### src/rtl/alpaca_dtypes_pkg.sv
// Shared types and width defaults for the parallel XFFT run-time control path.
package alpaca_dtypes_pkg;

  typedef enum logic [1:0] {
    ST_LOAD  = 2'd0,
    ST_CFG   = 2'd1,
    ST_RUN   = 2'd2,
    ST_DRAIN = 2'd3
  } xfft_ctrl_state_t;

  localparam int XFFT_CONF_WID = 16;
  localparam int XFFT_STAT_WID = 8;
  localparam int XFFT_CNT_WID  = 16;

  function automatic logic [1:0] popcount2(input logic [1:0] s);
    return (s[1] & s[0]) ? 2'd2 : {1'b0, s[1] | s[0]};
  endfunction

endpackage

### src/rtl/sat_event_cnt.sv
// Saturating counter of a two-lane event strobe; adds 0, 1 or 2 per cycle.
module sat_event_cnt
  import alpaca_dtypes_pkg::*;
#(
  parameter int CNT_WID = XFFT_CNT_WID
) (
  input  logic               clk,
  input  logic               rst,
  input  logic               clr,
  input  logic [1:0]         strobe,
  output logic [CNT_WID-1:0] cnt
);

  logic [CNT_WID:0] sum;

  // One spare bit catches the carry out; any carry means the count is past full scale.
  always_comb begin
    sum = {1'b0, cnt} + {{(CNT_WID-1){1'b0}}, popcount2(strobe)};
  end

  always_ff @(posedge clk) begin
    if (rst || clr) begin
      cnt <= '0;
    end else if (sum[CNT_WID]) begin
      cnt <= '1;
    end else begin
      cnt <= sum[CNT_WID-1:0];
    end
  end

endmodule

### src/rtl/xfft_cfg_ctrl.sv
// Run-time controller for the two-lane XFFT: config sequencing, frame-aligned
// input gating, status capture and event counting.
//
// state | meaning
// LOAD  | latch both config words, input gate closed
// CFG   | config tvalids up until each channel handshakes, gate closed
// RUN   | gate open, waiting for cfg_apply
// DRAIN | gate open until the last beat of the current frame transfers
module xfft_cfg_ctrl
  import alpaca_dtypes_pkg::*;
#(
  parameter int FFT_LEN      = 2048,
  parameter int FFT_CONF_WID = XFFT_CONF_WID,
  parameter int FFT_STAT_WID = XFFT_STAT_WID,
  parameter int CNT_WID      = XFFT_CNT_WID
) (
  input  logic                    clk,
  input  logic                    rst,
  input  logic [FFT_CONF_WID-1:0] cfg_x2_word,
  input  logic [FFT_CONF_WID-1:0] cfg_x1_word,
  input  logic                    cfg_apply,
  output logic                    cfg_busy,
  input  logic                    s_axis_tvalid,
  output logic                    s_axis_tready,
  input  logic                    s_axis_tlast,
  output logic                    m_axis_tvalid,
  input  logic                    m_axis_tready,
  output logic [FFT_CONF_WID-1:0] m_axis_cfg_x2_tdata,
  output logic                    m_axis_cfg_x2_tvalid,
  input  logic                    m_axis_cfg_x2_tready,
  output logic [FFT_CONF_WID-1:0] m_axis_cfg_x1_tdata,
  output logic                    m_axis_cfg_x1_tvalid,
  input  logic                    m_axis_cfg_x1_tready,
  input  logic [FFT_STAT_WID-1:0] s_axis_stat_x2_tdata,
  input  logic                    s_axis_stat_x2_tvalid,
  output logic                    s_axis_stat_x2_tready,
  input  logic [FFT_STAT_WID-1:0] s_axis_stat_x1_tdata,
  input  logic                    s_axis_stat_x1_tvalid,
  output logic                    s_axis_stat_x1_tready,
  output logic [FFT_STAT_WID-1:0] stat_x2,
  output logic [FFT_STAT_WID-1:0] stat_x1,
  input  logic [1:0]              event_tlast_unexpected,
  input  logic [1:0]              event_tlast_missing,
  input  logic [1:0]              event_fft_overflow,
  input  logic [1:0]              event_data_in_channel_halt,
  input  logic                    cnt_clr,
  output logic [CNT_WID-1:0]      cnt_tlast_unexp,
  output logic [CNT_WID-1:0]      cnt_tlast_miss,
  output logic [CNT_WID-1:0]      cnt_ovfl,
  output logic [CNT_WID-1:0]      cnt_halt,
  output logic                    frame_err
);

  localparam int FRAME_BEATS = FFT_LEN / 2;
  localparam int BEAT_WID    = (FRAME_BEATS > 1) ? $clog2(FRAME_BEATS) : 1;
  localparam logic [BEAT_WID-1:0] LAST_BEAT = BEAT_WID'(FRAME_BEATS - 1);

  xfft_ctrl_state_t state, state_nxt;

  logic [FFT_CONF_WID-1:0] word_x2, word_x1;
  logic                    done_x2, done_x1;
  logic [BEAT_WID-1:0]     beat_cnt;
  logic                    gate_open, beat_xfer, beat_last;
  logic                    hs_x2, hs_x1, latch_words;

  assign gate_open     = (state == ST_RUN) || (state == ST_DRAIN);
  assign m_axis_tvalid = gate_open & s_axis_tvalid;
  assign s_axis_tready = gate_open & m_axis_tready;
  assign beat_xfer     = gate_open & s_axis_tvalid & m_axis_tready;
  assign beat_last     = (beat_cnt == LAST_BEAT);

  assign m_axis_cfg_x2_tvalid = (state == ST_CFG) && !done_x2;
  assign m_axis_cfg_x1_tvalid = (state == ST_CFG) && !done_x1;
  assign m_axis_cfg_x2_tdata  = word_x2;
  assign m_axis_cfg_x1_tdata  = word_x1;
  assign hs_x2 = m_axis_cfg_x2_tvalid & m_axis_cfg_x2_tready;
  assign hs_x1 = m_axis_cfg_x1_tvalid & m_axis_cfg_x1_tready;

  assign cfg_busy = (state != ST_RUN);

  always_comb begin
    state_nxt   = state;
    latch_words = 1'b0;
    case (state)
      ST_LOAD: begin
        latch_words = 1'b1;
        state_nxt   = ST_CFG;
      end
      ST_CFG: begin
        if (done_x2 && done_x1) state_nxt = ST_RUN;
      end
      ST_RUN: begin
        if (cfg_apply) begin
          latch_words = 1'b1;
          state_nxt   = (beat_cnt == '0 && !beat_xfer) ? ST_CFG : ST_DRAIN;
        end
      end
      ST_DRAIN: begin
        if (beat_xfer && beat_last) state_nxt = ST_CFG;
      end
      default: state_nxt = ST_LOAD;
    endcase
  end

  // Done flags are held only while in CFG so every CFG entry starts a fresh write pair.
  always_ff @(posedge clk) begin
    if (rst) begin
      state     <= ST_LOAD;
      word_x2   <= '0;
      word_x1   <= '0;
      done_x2   <= 1'b0;
      done_x1   <= 1'b0;
      beat_cnt  <= '0;
      frame_err <= 1'b0;
    end else begin
      state   <= state_nxt;
      done_x2 <= (state == ST_CFG) && (done_x2 || hs_x2);
      done_x1 <= (state == ST_CFG) && (done_x1 || hs_x1);
      if (latch_words) begin
        word_x2 <= cfg_x2_word;
        word_x1 <= cfg_x1_word;
      end
      if (beat_xfer) begin
        beat_cnt <= beat_last ? '0 : beat_cnt + BEAT_WID'(1);
      end
      if (cnt_clr) begin
        frame_err <= 1'b0;
      end else if (beat_xfer && (s_axis_tlast != beat_last)) begin
        frame_err <= 1'b1;
      end
    end
  end

  assign s_axis_stat_x2_tready = ~rst;
  assign s_axis_stat_x1_tready = ~rst;

  always_ff @(posedge clk) begin
    if (rst) begin
      stat_x2 <= '0;
      stat_x1 <= '0;
    end else begin
      if (s_axis_stat_x2_tvalid) stat_x2 <= s_axis_stat_x2_tdata;
      if (s_axis_stat_x1_tvalid) stat_x1 <= s_axis_stat_x1_tdata;
    end
  end

  sat_event_cnt #(.CNT_WID(CNT_WID)) u_cnt_unexp (
    .clk(clk), .rst(rst), .clr(cnt_clr), .strobe(event_tlast_unexpected), .cnt(cnt_tlast_unexp)
  );
  sat_event_cnt #(.CNT_WID(CNT_WID)) u_cnt_miss (
    .clk(clk), .rst(rst), .clr(cnt_clr), .strobe(event_tlast_missing), .cnt(cnt_tlast_miss)
  );
  sat_event_cnt #(.CNT_WID(CNT_WID)) u_cnt_ovfl (
    .clk(clk), .rst(rst), .clr(cnt_clr), .strobe(event_fft_overflow), .cnt(cnt_ovfl)
  );
  sat_event_cnt #(.CNT_WID(CNT_WID)) u_cnt_halt (
    .clk(clk), .rst(rst), .clr(cnt_clr), .strobe(event_data_in_channel_halt), .cnt(cnt_halt)
  );

endmodule

### config.mk
export PLATFORM = sky130hd
export DESIGN_NAME = xfft_cfg_ctrl
export DESIGN_NICKNAME = d
export VERILOG_FILES = /design/src/rtl/alpaca_dtypes_pkg.sv /design/src/rtl/sat_event_cnt.sv /design/src/rtl/xfft_cfg_ctrl.sv
export SDC_FILE = /design/constraint.sdc
export NUM_CORES = 1
export LEC_CHECK = 0
export CORE_MARGIN = 2
export CORE_UTILIZATION = 45
export DETAILED_ROUTE_END_ITERATION = 10
export GPL_TIMING_DRIVEN = 0
export PLACE_DENSITY_LB_ADDON = 0.25
export SLEW_MARGIN = 5
export SYNTH_ARGS = -nofsm -noshare
export SYNTH_HDL_FRONTEND = slang
export SYNTH_SLANG_ARGS = --single-unit
### constraint.sdc
create_clock -name clk -period 7.2 [get_ports clk]
set_clock_uncertainty 0.05 [all_clocks]
set_input_delay 1.08 -clock clk [delete_from_list [all_inputs] [get_ports clk]]
set_output_delay 1.08 -clock clk [all_outputs]
set_load 0.02 [all_outputs]
==> results.json, run 1 <==
{
  "synthArstFlopShare_pct": 0,
  "cts_hold_buffers": 0,
  "clock_latency_ns": 0.40,
  "cts_setup_buffers": 0,
  "cts.sinks": 127,
  "worstPathArrival_ns": 3.00,
  "vias": 5092,
  "cpPeakStageDelay_ns": 0.52,
  "ys_top_cells_by_area": "dfxtp_1, a21oi_1, nand2_1",
  "path_delay_family": "buffers and inverters",
  "cp_max_fo": 10,
  "pwr_density_cell_nw_per_um2": 229,
  "critPathBufInv": 5,
  "syn-num-nets": 720,
  "worst_pin_slew_ns": 0.629,
  "path_common_cell": "clkdlybuf4s50_1",
  "synth_largest_area_cell": "dfxtp_1",
  "synth_edf_count": 0,
  "fin_crit_ns": 4.13,
  "setup_viol": 0,
  "holdCritPathClass": "register to register",
  "portBuffers": 184,
  "seq_area_frac_synth_pct": 46.4,
  "core_um2": 12000,
  "wl_per_cell_um": 14.5,
  "drc": 0,
  "first_pass_iters": 5,
  "die_area_um2": 13100,
  "nets": 923,
  "gp_congestion": 0.846,
  "status": "complete, no violations",
  "power.share.clock_pct": 45.1,
  "setup_tns_ns": 0,
  "root_buffer": "clkbuf_16",
  "cts.clk_slew.worst_paths_ns": 0.05,
  "syn_inst": 631,
  "critPathKind": "input pin to output port",
  "finish.utilization_pct": 67.6,
  "grt_overflow": 0,
  "area_growth_pct": 47.6,
  "synth_top_area_share_pct": 46.4,
  "rows": 40,
  "antenna_found_initial": 0,
  "p_comb_share_pct": 14.2,
  "dp_hpwl_mm": 10.9,
  "syn_avg_cell_area_um2": 8.68,
  "cp.required_ns": 6.07,
  "internal_power_uw": 1410,
  "syn-cell-area_um2": 5470,
  "grt_max_degree": 17,
  "crit_chain": "clkdlybuf4s50_1, clkbuf_1, inv_1, buf_4, clkdlybuf4s50_1",
  "grt_pass1_vias": 4938,
  "switching_share_pct": 24.0,
  "start_util_pct": 45.8,
  "yosysWarningCount": 0,
  "finalCritPeriodShare_pct": 57.3,
  "leakage_uw": 0.00300,
  "drive_above_1_share_pct": 4.50,
  "pre_cts_ws_ns": 3.10,
  "seqPwrFrac_pct": 40.7,
  "ys_seq_elements": 127,
  "critPathSlowestCell": "clkdlybuf4s50_1",
  "final_max_slew_viol_count": 0,
  "io_pins": 187,
  "synth-main-ff-cell": "dfxtp_1",
  "cts_buffers": 17,
  "ant_nets": 0,
  "drv_cap": 0,
  "startpoint_type": "input pin",
  "cts_resized": 0,
  "clockBufferDepth": 2,
  "ir_drop_mv": 0.126,
  "fin_hold_ws_ns": 0.401,
  "cts_tree": "done",
  "die_w_um": 114,
  "fmax_mhz": 242,
  "dieHeight_um": 114,
  "track_usage_pct": 22.3,
  "viasPerCell": 5.14,
  "synth.distinct_cells": 45,
  "n_antenna_cell": 0,
  "layout_setup_ws_ns": 3.07,
  "relSlewSlack_pct": 58.0,
  "drt_iter0_markers": 265,
  "switching_power_uw": 444,
  "routed_wirelength_mm": 14.4,
  "critPathCaptureType": "output port",
  "rsz0062_at_grt": "no",
  "hold_viol_final": 0,
  "grt_pass1_wl_mm": 23.4,
  "cts_max_level": 4
}
==> tightest hold or removal path, stage by stage (launching register included) <==
cell	delay [ns]
dfxtp_1	0.30
nand2_1	0.05
a21oi_1	0.05
==> kinds of logic after synthesis <==
kind of cell / Yosys count / synth area share [%]
flip-flops: 127 / 46.4
XOR/XNOR: 46 / 7.36
multiplexers: 19 / 3.47
adder cells (fa/ha/maj): 22 / 5.58
buffers and inverters: 53 / 3.77
AO/OA/AOI/OAI: 125 / 13.0
AND/OR/NAND/NOR: 239 / 20.4
==> final timing paths <==
path                                       start                                  end  slack [ns]  cells after the start
min          m_axis_cfg_x2_tdata[2]$_SDFFE_PP0P_  m_axis_cfg_x2_tdata[2]$_SDFFE_PP0P_        0.40                      2
min reg2reg  m_axis_cfg_x2_tdata[2]$_SDFFE_PP0P_  m_axis_cfg_x2_tdata[2]$_SDFFE_PP0P_        0.40                      2
max                                          rst                s_axis_stat_x2_tready        3.07                      5
max reg2reg         u_cnt_miss.cnt[0]$_SDFF_PP0_         u_cnt_miss.cnt[5]$_SDFF_PP0_        4.51                      8
==> cell usage in the layout (no fill, tap or decap), drive strengths merged, types with 3 or more instances in the layout <==
cell,Yosys,routed
clkdlybuf4s50,0,184
dfxtp,127,127
nand2,95,95
a21oi,94,94
nor2,55,55
clkbuf,24,47
xor2,27,27
inv,26,26
nand3,22,22
xnor2,19,19
mux2i,19,19
ha,18,18
nand4,13,13
nor3,13,13
and3,10,10
nor2b,7,7
a211oi,7,7
a31oi,6,6
nand2b,5,5
or3,4,4
o21ai,4,4
fa,4,4
nor4,3,3
a21o,3,3
clkinv,0,3
buf,3,3
==> layout make-up <==
class,count,area (µm²)
Buffer,27,109
Clock buffer,23,498
Multi-Input combinational cell,451,2730
Clock inverter,6,82.6
Timing Repair Buffer,184,1840
Inverter,26,97.6
Sequential cell,127,2540
Tap cell,147,184
Fill cell,982,3880
==> state kept, by name, summed over array words and instances (netlist names), 10 cells and up <==
name / count
beat_cnt: 10
u_cnt_miss.cnt: 16
u_cnt_unexp.cnt: 16
u_cnt_halt.cnt: 16
m_axis_cfg_x2_tdata: 16
u_cnt_ovfl.cnt: 16
m_axis_cfg_x1_tdata: 16
==> synthesized netlist by cell type, drive strengths merged, types with 3 or more instances <==
cell and n:
a211oi 7, a21o 3, a21oi 94, a31oi 6
and3 10, buf 3, clkbuf 24, dfxtp 127
fa 4, ha 18, inv 26, mux2i 19
nand2 95, nand2b 5, nand3 22, nand4 13
nor2 55, nor2b 7, nor3 13, nor4 3
o21ai 4, or3 4, xnor2 19, xor2 27
==> per-stage QoR <==
step                total power (µW)  cell area, µm²  std cells
finish                          1850            8080        991
floorplan                        901            5470        631
CTS                             1870            8080        991
detailed placement              1030            7500        962
global route                    1930            8080        991
global placement                1030            7500        962
==> routing by layer <==
metal | up-vias | wire length (µm) | share of wire, % | track usage, %
li1 | 2566 | - | - | -
met1 | 2358 | 6230 | 43 | 26.4
met2 | 156 | 7050 | 49 | 38.4
met3 | 12 | 1030 | 7.1 | 6.83
met4 | 0 | 112 | 0.78 | 7.64
met5 | - | 0 | 0 | 0
==> power groups by stage <==
stage / logic, µW / clock network, µW / registers [µW]
3_5_place_dp: 263 / 0 / 769
6_report: 262 / 836 / 754
3_3_place_gp: 258 / 0 / 767
2_1_floorplan: 98.6 / 0 / 803
5_1_grt: 286 / 887 / 757
4_1_cts: 265 / 853 / 754
Power figures use the tool's default switching activity.
==> run 2, diff against run 1 <==
Settings changed: CORE_UTILIZATION 45 to 41.
Clock period 7.2 ns to 3.6 ns, I/O delays scaled along.
==> run 2 against run 1 <==
  * Total power is 100% higher
  * Final area is 0.67% higher
  * Register-to-register slack worse by 3.7 ns
  * Worst hold slack worse by 0.0018 ns
  * Count of clock-buffer cells in the layout is 4 higher
  * Critical path depth is 5 higher
  * Via count hardly changed
  * First-iteration DRC count is 12% lower
  * Global-route usage is 1.6 points lower
  * Sequential cell count stayed put
==> results.json, run 2 (synthesis results as in run 1) <==
{
  "status": "complete, no violations",
  "clockBufferDepth": 2,
  "dieHeight_um": 120,
  "dpl_cell_area_um2": 7540,
  "rows": 42,
  "drv_cap": 0,
  "cts_buffers": 17,
  "pre_cts_ws_ns": -0.0625,
  "nets": 923,
  "gp_congestion": 0.841,
  "hold_viol_final": 0,
  "clock_latency_ns": 0.41,
  "routed_wirelength_mm": 14.7,
  "rr_worst_depth": 8,
  "p_total_uw": 3740,
  "critPathCaptureType": "register",
  "area_growth_pct": 48.6,
  "ant_nets": 0,
  "grt_pass1_wl_mm": 23.7,
  "pwr_density_cell_nw_per_um2": 460,
  "fin_area_um2": 8130,
  "cts_tree": "done",
  "cp.required_ns": 3.89,
  "drc": 0,
  "wl_met1_mm": 6.40,
  "drive_above_1_share_pct": 4.49,
  "critPathKind": "input pin to register",
  "finalCritPeriodShare_pct": 88.6,
  "setup_viol": 0,
  "die_w_um": 120,
  "fmax_mhz": 314,
  "timing.rr.start": "u_cnt_miss.cnt[0]$_SDFF_PP0_",
  "relSlewSlack_pct": 59.1,
  "grt_pass1_vias": 4898,
  "routed-wl-met3_mm": 1.16,
  "cp_max_fo": 10,
  "p_comb_share_pct": 14.0,
  "cts_setup_buffers": 0,
  "cts.sinks": 127,
  "seqPwrFrac_pct": 40.3,
  "cts_hold_buffers": 0,
  "rsz0062_at_grt": "no",
  "dr.max_layer_used": "met4",
  "holdCritPathClass": "register to register",
  "startpoint_type": "input pin",
  "worst_pin_slew_ns": 0.613,
  "grt_overflow": 0,
  "layout_setup_ws_ns": 0.412,
  "worstPathArrival_ns": 3.47,
  "vias": 5090,
  "wl_per_cell_um": 14.3,
  "io_pins": 187,
  "grt_max_degree": 17,
  "cts_resized": 0,
  "switching_power_uw": 895,
  "cts_max_level": 4,
  "dp_hpwl_mm": 10.9,
  "first_pass_iters": 4,
  "cts.clk_slew.worst_paths_ns": 0.05,
  "portBuffers": 184,
  "drt_iter0_markers": 232,
  "core_um2": 13100,
  "ir_drop_mv": 0.296,
  "worstHoldStart": "m_axis_cfg_x1_tdata[5]$_SDFFE_PP0P_",
  "final_cell_mix": "clkdlybuf4s50_1, dfxtp_1, nand2_1",
  "antenna_found_initial": 0,
  "final_max_slew_viol_count": 0,
  "leakage_uw": 0.00301,
  "worstHoldPathCells": 2,
  "crit_start": "event_tlast_missing[0]",
  "viasPerCell": 4.98,
  "dr_wl_met2_mm": 6.92,
  "start_util_pct": 41.7,
  "die_area_um2": 14300,
  "internal_power_uw": 2850,
  "track_usage_pct": 20.6,
  "power.share.clock_pct": 45.7,
  "switching_share_pct": 23.9,
  "n_antenna_cell": 0,
  "root_buffer": "clkbuf_16",
  "mostFrequentLayoutCell": "clkdlybuf4s50_1",
  "fin_crit_ns": 3.19
}
[run 2: cell types whose count changed in the layout (fill, tap and decap cells not counted), sizes merged]
cell      previous run  this run
clkbuf              47        51
clkinvlp             1         0
[run 2: final timing paths]
kind,to,slack [ns]
min reg2reg,m_axis_cfg_x1_tdata[5]$_SDFFE_PP0P_,0.40
max reg2reg,u_cnt_miss.cnt[13]$_SDFF_PP0_,0.86
max,u_cnt_miss.cnt[13]$_SDFF_PP0_,0.41
min,m_axis_cfg_x1_tdata[5]$_SDFFE_PP0P_,0.40
[run 2: power groups by stage]
stage / Clock (µW) / Combinational [µW] / Sequential (µW)
3_3_place_gp: 0 / 516 / 1530
6_report: 1710 / 525 / 1510
2_1_floorplan: 0 / 197 / 1610
3_5_place_dp: 0 / 528 / 1540
4_1_cts: 1740 / 531 / 1510
5_1_grt: 1810 / 568 / 1510
[run 2: worst max-delay path, stage by stage]
cell and delay [ns]:
clkdlybuf4s50_1 0.40, ha_1 0.28, ha_1 0.16, inv_1 0.05, fa_1 0.47, nand3b_1 0.22, nor4_1 0.53, nand3_1 0.29
clkbuf_1 0.31, a21oi_1 0.20
[run 2: metal layers]
metal  up-vias  global-route usage (%)
li1       2573                       -
met1      2319                    24.8
met2       180                    34.2
met3        18                    7.37
met4         0                    7.21
met5         -                       0
[run 2: stage by stage]
step                      setup TNS, ns  hold slack [ns]  util [%]  std cells
after floorplan                       0            0.410         -        631
after global placement           -0.103            0.388      57.4        991
after detailed placement         -0.358            0.393      57.4        991
after CTS                             0            0.400      61.9       1023
after global routing                  0            0.413      61.9       1023
final                                 0            0.399      61.9       1023
[run 2: cell type report]
cell class | count | area [µm²]
fill | 1156 | 5000
multi-input combinational | 451 | 2730
sequential | 127 | 2540
timing repair buffer | 184 | 1840
clock buffer | 27 | 523
tap | 176 | 220
buffer | 27 | 109
inverter | 26 | 97.6
clock inverter | 5 | 75.1
==> run 3, diff against run 2 <==
Settings changed: CORE_UTILIZATION 41 to 35, CTS_BUF_LIST from default to sky130_fd_sc_hd__clkbuf_16.
==> run 3 against run 2 <==
  * Core utilization decreased by 8.9 points
  * Maximum frequency is essentially flat
  * Largest power group is now registers
  * Setup slack better by 0.0029 ns
==> results.json, run 3 (synthesis results as in run 1) <==
{
  "core_um2": 15300,
  "pre_cts_ws_ns": -0.0784,
  "gp_congestion": 0.804,
  "n_antenna_cell": 0,
  "drc": 0,
  "die_area_um2": 16700,
  "cts.sinks": 127,
  "finalCritPeriodShare_pct": 88.5,
  "track_usage_pct": 17.2,
  "antenna_found_initial": 0,
  "root_buffer": "clkbuf_16",
  "crit_start": "event_tlast_missing[0]",
  "vias": 5013,
  "wl_per_cell_um": 13.6,
  "critPathKind": "input pin to register",
  "grt_overflow": 0,
  "first_pass_iters": 7,
  "cts_max_level": 4,
  "area_growth_pct": 47.7,
  "ant_nets": 0,
  "status": "complete, no violations",
  "viasPerCell": 4.75,
  "grt_max_degree": 17,
  "rr_worst_depth": 8,
  "grt_pass1_wl_mm": 22.6,
  "dieHeight_um": 129,
  "layout_setup_ws_ns": 0.415,
  "ir_drop_mv": 0.298,
  "rows": 45,
  "final_max_slew_viol_count": 0,
  "leakage_uw": 0.00296,
  "routed_wirelength_mm": 14.4,
  "drt_iter0_markers": 268,
  "drv_cap": 0,
  "final_cell_mix": "clkdlybuf4s50_1, dfxtp_1, nand2_1",
  "startpoint_type": "input pin",
  "clockBufferDepth": 2,
  "fmax_mhz": 314,
  "nets": 923,
  "dp_hpwl_mm": 10.7,
  "setup_viol": 0,
  "mostFrequentLayoutCell": "clkdlybuf4s50_1",
  "grt_pass1_vias": 4515,
  "cts_buffers": 17,
  "io_pins": 187,
  "fin_crit_ns": 3.19,
  "rsz0062_at_grt": "no",
  "die_w_um": 129,
  "clock_latency_ns": 0.41,
  "cts_hold_buffers": 0,
  "p_total_uw": 3530,
  "start_util_pct": 35.9,
  "drive_above_1_share_pct": 3.91,
  "relSlewSlack_pct": 59.7,
  "timing.rr.end": "u_cnt_miss.cnt[7]$_SDFF_PP0_",
  "pwr_density_cell_nw_per_um2": 436,
  "portBuffers": 184,
  "critPathCaptureType": "register",
  "cts_setup_buffers": 0,
  "worst_pin_slew_ns": 0.603,
  "finish.utilization_pct": 53.0,
  "cp.required_ns": 3.88,
  "cts.clk_slew.worst_paths_ns": 0.05,
  "cp-endpoint": "u_cnt_miss.cnt[7]$_SDFF_PP0_",
  "cts_tree": "done",
  "hold_viol_final": 0,
  "cts_resized": 0,
  "reg2reg_slack_ns": 0.89,
  "cp_max_fo": 10,
  "worstPathArrival_ns": 3.46,
  "timing.rr.start": "u_cnt_miss.cnt[0]$_SDFF_PP0_",
  "holdCritPathClass": "register to register"
}
[run 3: layout make-up]
class                      instances  area, µm²
fill                            1444       7170
multi-input combinational        451       2730
sequential                       127       2540
timing repair buffer             184       1840
clock buffer                      17        425
tap                              211        264
buffer                            27        109
inverter                          26       97.6
clock inverter                    12       82.6
[run 3: power by group]
group / switching [µW] / internal, µW
Clock: 579 / 915
Combinational: 280 / 249
Sequential: 33.6 / 1470
Total: 892 / 2640
[run 3: critical path, cell delays in order]
cell	delay [ns]
clkdlybuf4s50_1	0.40
ha_1	0.28
ha_1	0.15
inv_1	0.05
fa_1	0.48
nand3b_1	0.24
nor4_1	0.51
nand3_1	0.30
clkbuf_1	0.31
a21oi_1	0.19
[run 3: metal layers]
layer  global-route usage (%)  routed length, µm  up-vias
li1                         -                  -     2563
met4                     5.82                135        0
met3                     5.99               1230       15
met2                     27.3               6390      172
met1                     21.8               6610     2263
met5                        0                  0        -
[run 3: worst min path at each step]
stage,startpoint,to,slack [ns],cells after the start
6_report,m_axis_cfg_x1_tdata[14]$_SDFFE_PP0P_,m_axis_cfg_x1_tdata[14]$_SDFFE_PP0P_,0.40,2
2_1_floorplan,done_x1$_SDFF_PP0_,done_x1$_SDFF_PP0_,0.41,2
5_1_grt,m_axis_cfg_x1_tdata[10]$_SDFFE_PP0P_,m_axis_cfg_x1_tdata[10]$_SDFFE_PP0P_,0.41,2
3_3_place_gp,m_axis_cfg_x2_tdata[3]$_SDFFE_PP0P_,m_axis_cfg_x2_tdata[3]$_SDFFE_PP0P_,0.39,2
3_5_place_dp,m_axis_cfg_x1_tdata[2]$_SDFFE_PP0P_,m_axis_cfg_x1_tdata[2]$_SDFFE_PP0P_,0.39,2
4_1_cts,m_axis_cfg_x1_tdata[2]$_SDFFE_PP0P_,m_axis_cfg_x1_tdata[2]$_SDFFE_PP0P_,0.40,2
[run 3: stage by stage]
step                std cells  hold slack (ns)  area, µm²  setup TNS (ns)
floorplan                 631            0.410       5470               0
global placement         1026            0.387       7580          -0.507
detailed placement       1026            0.393       7580          -0.446
CTS                      1055            0.400       8090               0
global route             1055            0.414       8090               0
finish                   1055            0.396       8090               0
